--- src/rtl/sparse_expand.sv ---
// Sparse-to-dense expander: scatters up to NNZ packed values into LENGTH lanes, CHUNK mask bits per cycle.
// Optional overflow flag is enabled by defining SPARSE_EXPAND_OVF_EN.
module sparse_expand #(
  parameter int IL     = 4,
  parameter int FL     = 16,
  parameter int LENGTH = 32,
  parameter int NNZ    = 16,
  parameter int CHUNK  = 8
) (
  input  logic                              clk,
  input  logic                              reset,
  input  logic signed [IL+FL-1:0]           i_im [NNZ],
  input  logic        [LENGTH-1:0]          i_mask,
  input  logic                              input_ready,
  input  logic                              output_taken,
  output logic signed [IL+FL-1:0]           o_dense [LENGTH],
  output logic        [LENGTH-1:0]          o_mask,
  output logic        [$clog2(LENGTH+1)-1:0] o_nnz,
  output logic                              o_ovf,
  output logic                              o_valid,
  output logic        [1:0]                 state
);

  localparam int W   = IL + FL;
  localparam int NCH = LENGTH / CHUNK;
  localparam int NW  = $clog2(LENGTH + 1);
  localparam int CW  = (NCH > 1) ? $clog2(NCH) : 1;
  localparam int IW  = (NNZ > 1) ? $clog2(NNZ) : 1;

  typedef enum logic [1:0] {
    IDLE   = 2'b00,
    EXPAND = 2'b01,
    DONE   = 2'b10
  } state_t;

  state_t              r_state;
  logic signed [W-1:0] r_im    [NNZ];
  logic signed [W-1:0] r_dense [LENGTH];
  logic [LENGTH-1:0]   r_mask;
  logic [CW-1:0]       r_chunk;
  logic [NW-1:0]       r_ptr;
  logic [NW-1:0]       r_nnz;
  logic                r_valid;

  logic [CHUNK-1:0]    w_bits;
  logic signed [W-1:0] w_val [CHUNK];
  logic [NW-1:0]       w_cnt;
  logic [NW-1:0]       w_nnz_nxt;
  logic                w_last;

  // Slot rank of each set lane is ptr plus the set bits below it in this chunk.
  always_comb begin
    w_bits = '0;
    for (int k = 0; k < LENGTH; k++) begin
      if (CW'(k / CHUNK) == r_chunk) w_bits[k % CHUNK] = r_mask[k];
    end
    w_cnt = r_ptr;
    for (int j = 0; j < CHUNK; j++) begin
      w_val[j] = '0;
      if (w_bits[j]) begin
        if (w_cnt < NW'(NNZ)) w_val[j] = r_im[w_cnt[IW-1:0]];
        w_cnt = w_cnt + NW'(1);
      end
    end
  end

  assign w_nnz_nxt = r_nnz + (w_cnt - r_ptr);
  assign w_last    = (r_chunk == CW'(NCH - 1));

  always_ff @(posedge clk) begin
    if (r_state == IDLE && input_ready) r_im <= i_im;
  end

`ifdef SPARSE_EXPAND_OVF_EN
  logic r_ovf;
  assign o_ovf = r_ovf;
`else
  assign o_ovf = 1'b0;
`endif

  always_ff @(posedge clk or posedge reset) begin
    if (reset) begin
      r_state <= IDLE;
      r_mask  <= '0;
      r_chunk <= '0;
      r_ptr   <= '0;
      r_nnz   <= '0;
      r_valid <= 1'b0;
      for (int k = 0; k < LENGTH; k++) r_dense[k] <= '0;
`ifdef SPARSE_EXPAND_OVF_EN
      r_ovf   <= 1'b0;
`endif
    end else begin
      case (r_state)
        IDLE: begin
          if (input_ready) begin
            r_state <= EXPAND;
            r_mask  <= i_mask;
            r_chunk <= '0;
            r_ptr   <= '0;
            r_nnz   <= '0;
            for (int k = 0; k < LENGTH; k++) r_dense[k] <= '0;
`ifdef SPARSE_EXPAND_OVF_EN
            r_ovf   <= 1'b0;
`endif
          end
        end
        EXPAND: begin
          for (int k = 0; k < LENGTH; k++) begin
            if (CW'(k / CHUNK) == r_chunk) r_dense[k] <= w_val[k % CHUNK];
          end
          r_ptr <= w_cnt;
          r_nnz <= w_nnz_nxt;
          if (w_last) begin
            r_state <= DONE;
            r_valid <= 1'b1;
`ifdef SPARSE_EXPAND_OVF_EN
            r_ovf   <= (w_nnz_nxt > NW'(NNZ));
`endif
          end else begin
            r_chunk <= r_chunk + CW'(1);
          end
        end
        DONE: begin
          if (output_taken) begin
            r_state <= IDLE;
            r_valid <= 1'b0;
          end
        end
        default: r_state <= IDLE;
      endcase
    end
  end

  assign o_dense = r_dense;
  assign o_mask  = r_mask;
  assign o_nnz   = r_nnz;
  assign o_valid = r_valid;
  assign state   = r_state;

endmodule

--- config.mk ---
export PLATFORM = sky130hd
export DESIGN_NAME = sparse_expand
export DESIGN_NICKNAME = d
export VERILOG_FILES = /design/src/rtl/sparse_expand.sv
export SDC_FILE = /design/constraint.sdc
export NUM_CORES = 2
export LEC_CHECK = 0
export CAP_MARGIN = 20
export CORE_MARGIN = 2
export CORE_UTILIZATION = 25
export DETAILED_ROUTE_END_ITERATION = 10
export DONT_BUFFER_PORTS = 1
export GPL_TIMING_DRIVEN = 0
export SYNTH_ARGS = -nofsm -noshare
export SYNTH_HDL_FRONTEND = slang
export SYNTH_SLANG_ARGS = --single-unit
--- constraint.sdc ---
create_clock -name clk -period 52.1 [get_ports clk]
set_input_delay 10.42 -clock clk [delete_from_list [all_inputs] [get_ports clk]]
set_output_delay 10.42 -clock clk [all_outputs]
set_load 0.03 [all_outputs]
==> out/results.txt <==
Crit path largest cell delay: 840 ps
postcts setup bufs: 0
unrepaired setup endpoints after global routing: no
reg-to-reg setup timing slack: 32,680 ps
maximum fanout along the worst path: 10
routed len/inst: 44.4 µm
critical path class: flop to flop
root buf cell: clkbuf_16
Multi-input gate area: 29,200 µm²
final core utilization: 0.293
Skew-Pair Late Insertion Delay: 830 ps
total overflow reported by the global router: 0
Max Buffers Root-to-Sink: 3
first-pass GRT wire length: 481 mm
Netlist Area Pre-Place: 57,700 µm²
I/O Buffers: 0
share of the synthesized area in the top cell type: 0.299
final worst path period need: 19,420 ps
Max Cap Viol: 0
via count: 50,400
Fmax: 51.5 MHz
die width: 485 µm
Req. time, crit path: 52,790 ps
non-filler instance count after layout: 8,369
CTS clock-pin slew for the worst setup and hold paths: 70 ps
Seq/Total Area, Yosys: 0.465
status: completed
final slew viol count: 0
Tot GR Track Use: 0.306
Period Utilization, post-route: 0.373
Worst slew margin: 0.125
Post-DP HPWL: 304 mm
leading area contributor after synthesis: dfrtp_1
CTS tree: done
CP Capture Type: flop
Synth cell types: 78
critical path's slowest cell: a21oi_1
Resized cells post-CTS: 0
final wirelength: 371 mm
asr flop ratio synth: 0.683
CTS Buf Count: 109
startpoint types: flop
synth cell count leaders: nand2_1, dfrtp_1, o21ai_0, mux2i_1, mux4_2
initial antenna violation count: 156
routability cong.: 1.06
Top delay family on crit path: buffers and inverters
Max H-tree Level: 3
EDFF count, synth: 320
die span in y: 485 µm
Post-Route Setup TNS: 0 ps
Data arrival, critical path: 20,110 ps
Final Hold Fails: 0
most frequent CP cell: ha_1
initial detailed-routing violation count: 6,568
ys flop type: dfrtp_1
largest cells by area after synthesis: dfrtp_1, mux4_2, edfxtp_1
Synthesized Nets: 5,351
1st-pass router iterations: 8
Synth-to-Final Area Change: 16.5%
flops & latches, synth: 1,009
number of fill cells: 23,600
Ports: 1,038
min-delay worst type: flop to flop
largest net degree at the start of global routing: 129
layout cells sized above 1: 0.172
vias in the first global route: 47,700
YS warnings: 0
drt drc: 0
CTS Sinks: 1,009
Placed Cells: 8,070
Via density: 6.02
Worst Path Buf+Inv: 22
# rows: 176
Synth Area per Inst: 11.6 µm²
skew final: 74.0 ps
slew of the pin with the lowest slew margin: 1310 ps
setup violators final: 0
gate count of the mapped netlist: 4,972
final net count: 5,549
die area: 235,000 µm²
Antenna Nets Post-Route: 0
register area: 26,900 µm²
top-count cell post-synth: nand2_1
core box area: 230,000 µm²
hold-fix buffers at CTS: 0
Initial Utilization: 0.251
## metal layers
metal / share of wire / global-route usage / up-vias
met5: 0.0013 / 0.00143 / -
met4: 0.057 / 0.140 / 78
met3: 0.14 / 0.142 / 993
met2: 0.44 / 0.476 / 4425
met1: 0.36 / 0.358 / 25700
li1: - / - / 19200
## final cells by class
type | count | area share
Sequential cell | 1009 | 0.399
Buffer | 439 | 0.0258
Clock inverter | 62 | 0.0129
Multi-Input combinational cell | 3494 | 0.434
Timing Repair Buffer | 87 | 0.0220
Tap cell | 3026 | 0.0563
Clock buffer | 143 | 0.0454
Inverter | 30 | 0.00179
Antenna cell | 79 | 0.00294
## metrics by stage
step | instance area, µm² | hold WS (ps) | worst slack, ps
after floorplan | 57700 | 528 | 22360
after global placement | 61500 | 578 | 14760
after detailed placement | 62900 | 581 | 33480
after CTS | 66800 | 595 | 33380
after global routing | 67100 | 613 | 32260
final | 67300 | 595 | 32680
## worst register-to-register path: cells and delay by family (launching register included)
kind | cells | cell delay, ps
flip-flops | 1 | 400
AO/OA/AOI/OAI | 10 | 3320
multiplexers | 2 | 780
adder cells (fa/ha/maj) | 10 | 3780
XOR/XNOR | 2 | 490
buffers and inverters | 22 | 8690
AND/OR/NAND/NOR | 8 | 1830
## worst paths after layout
kind                                             start                 endpoint  cells after the start
worst max-delay path            r_chunk[0]$_DFFE_PP0P_     o_nnz[5]$_DFFE_PP0P_                     54
worst min register to register    r_ptr[5]$_DFFE_PP0P_     r_ptr[5]$_DFFE_PP0P_                      2
min in group asynchronous                        reset  o_dense[97]$_DFFE_PP0P_                      1
max in group asynchronous                        reset   o_mask[13]$_DFFE_PP0P_                      4
worst max register to register  r_chunk[0]$_DFFE_PP0P_     o_nnz[5]$_DFFE_PP0P_                     54
worst min-delay path              r_ptr[5]$_DFFE_PP0P_     r_ptr[5]$_DFFE_PP0P_                      2
## cells by family (layout without fill, tap and decap cells)
logic type                 Yosys count  after routing  synth area share
AOI/OAI and AO/OA                 1011           1011             0.110
xor gates and xnor gates            45             45           0.00891
adders and majority gates           23             23           0.00563
buffers and inverters              469            761            0.0319
DFF                               1009           1009             0.465
muxes                             1026           1026             0.279
other                                1             80         0.0000649
and+or+nand+nor                   1388           1388            0.0995
## cell usage in the layout (no fill, tap or decap), drive strengths merged, types with 70 or more instances in the layout
| master | n |
|---|---|
| edfxtp | 320 |
| mux2i | 490 |
| mux2 | 76 |
| nand2 | 1123 |
| dfrtp | 689 |
| diode | 79 |
| clkbuf | 486 |
| mux4 | 460 |
| and2 | 70 |
| nand3 | 84 |
| a211oi | 92 |
| o21ai | 590 |
| a32o | 76 |
| buf | 183 |
## registers in the layout (all words and copies together) (netlist names)
signal   cells
o_dense    640
r_im       320
o_mask      32
o_nnz        6
o_valid      1
state        2
r_chunk      2
r_ptr        6
Power is not shown: default switching activity piles up to over one toggle a cycle in this logic, so the estimate is an artifact.
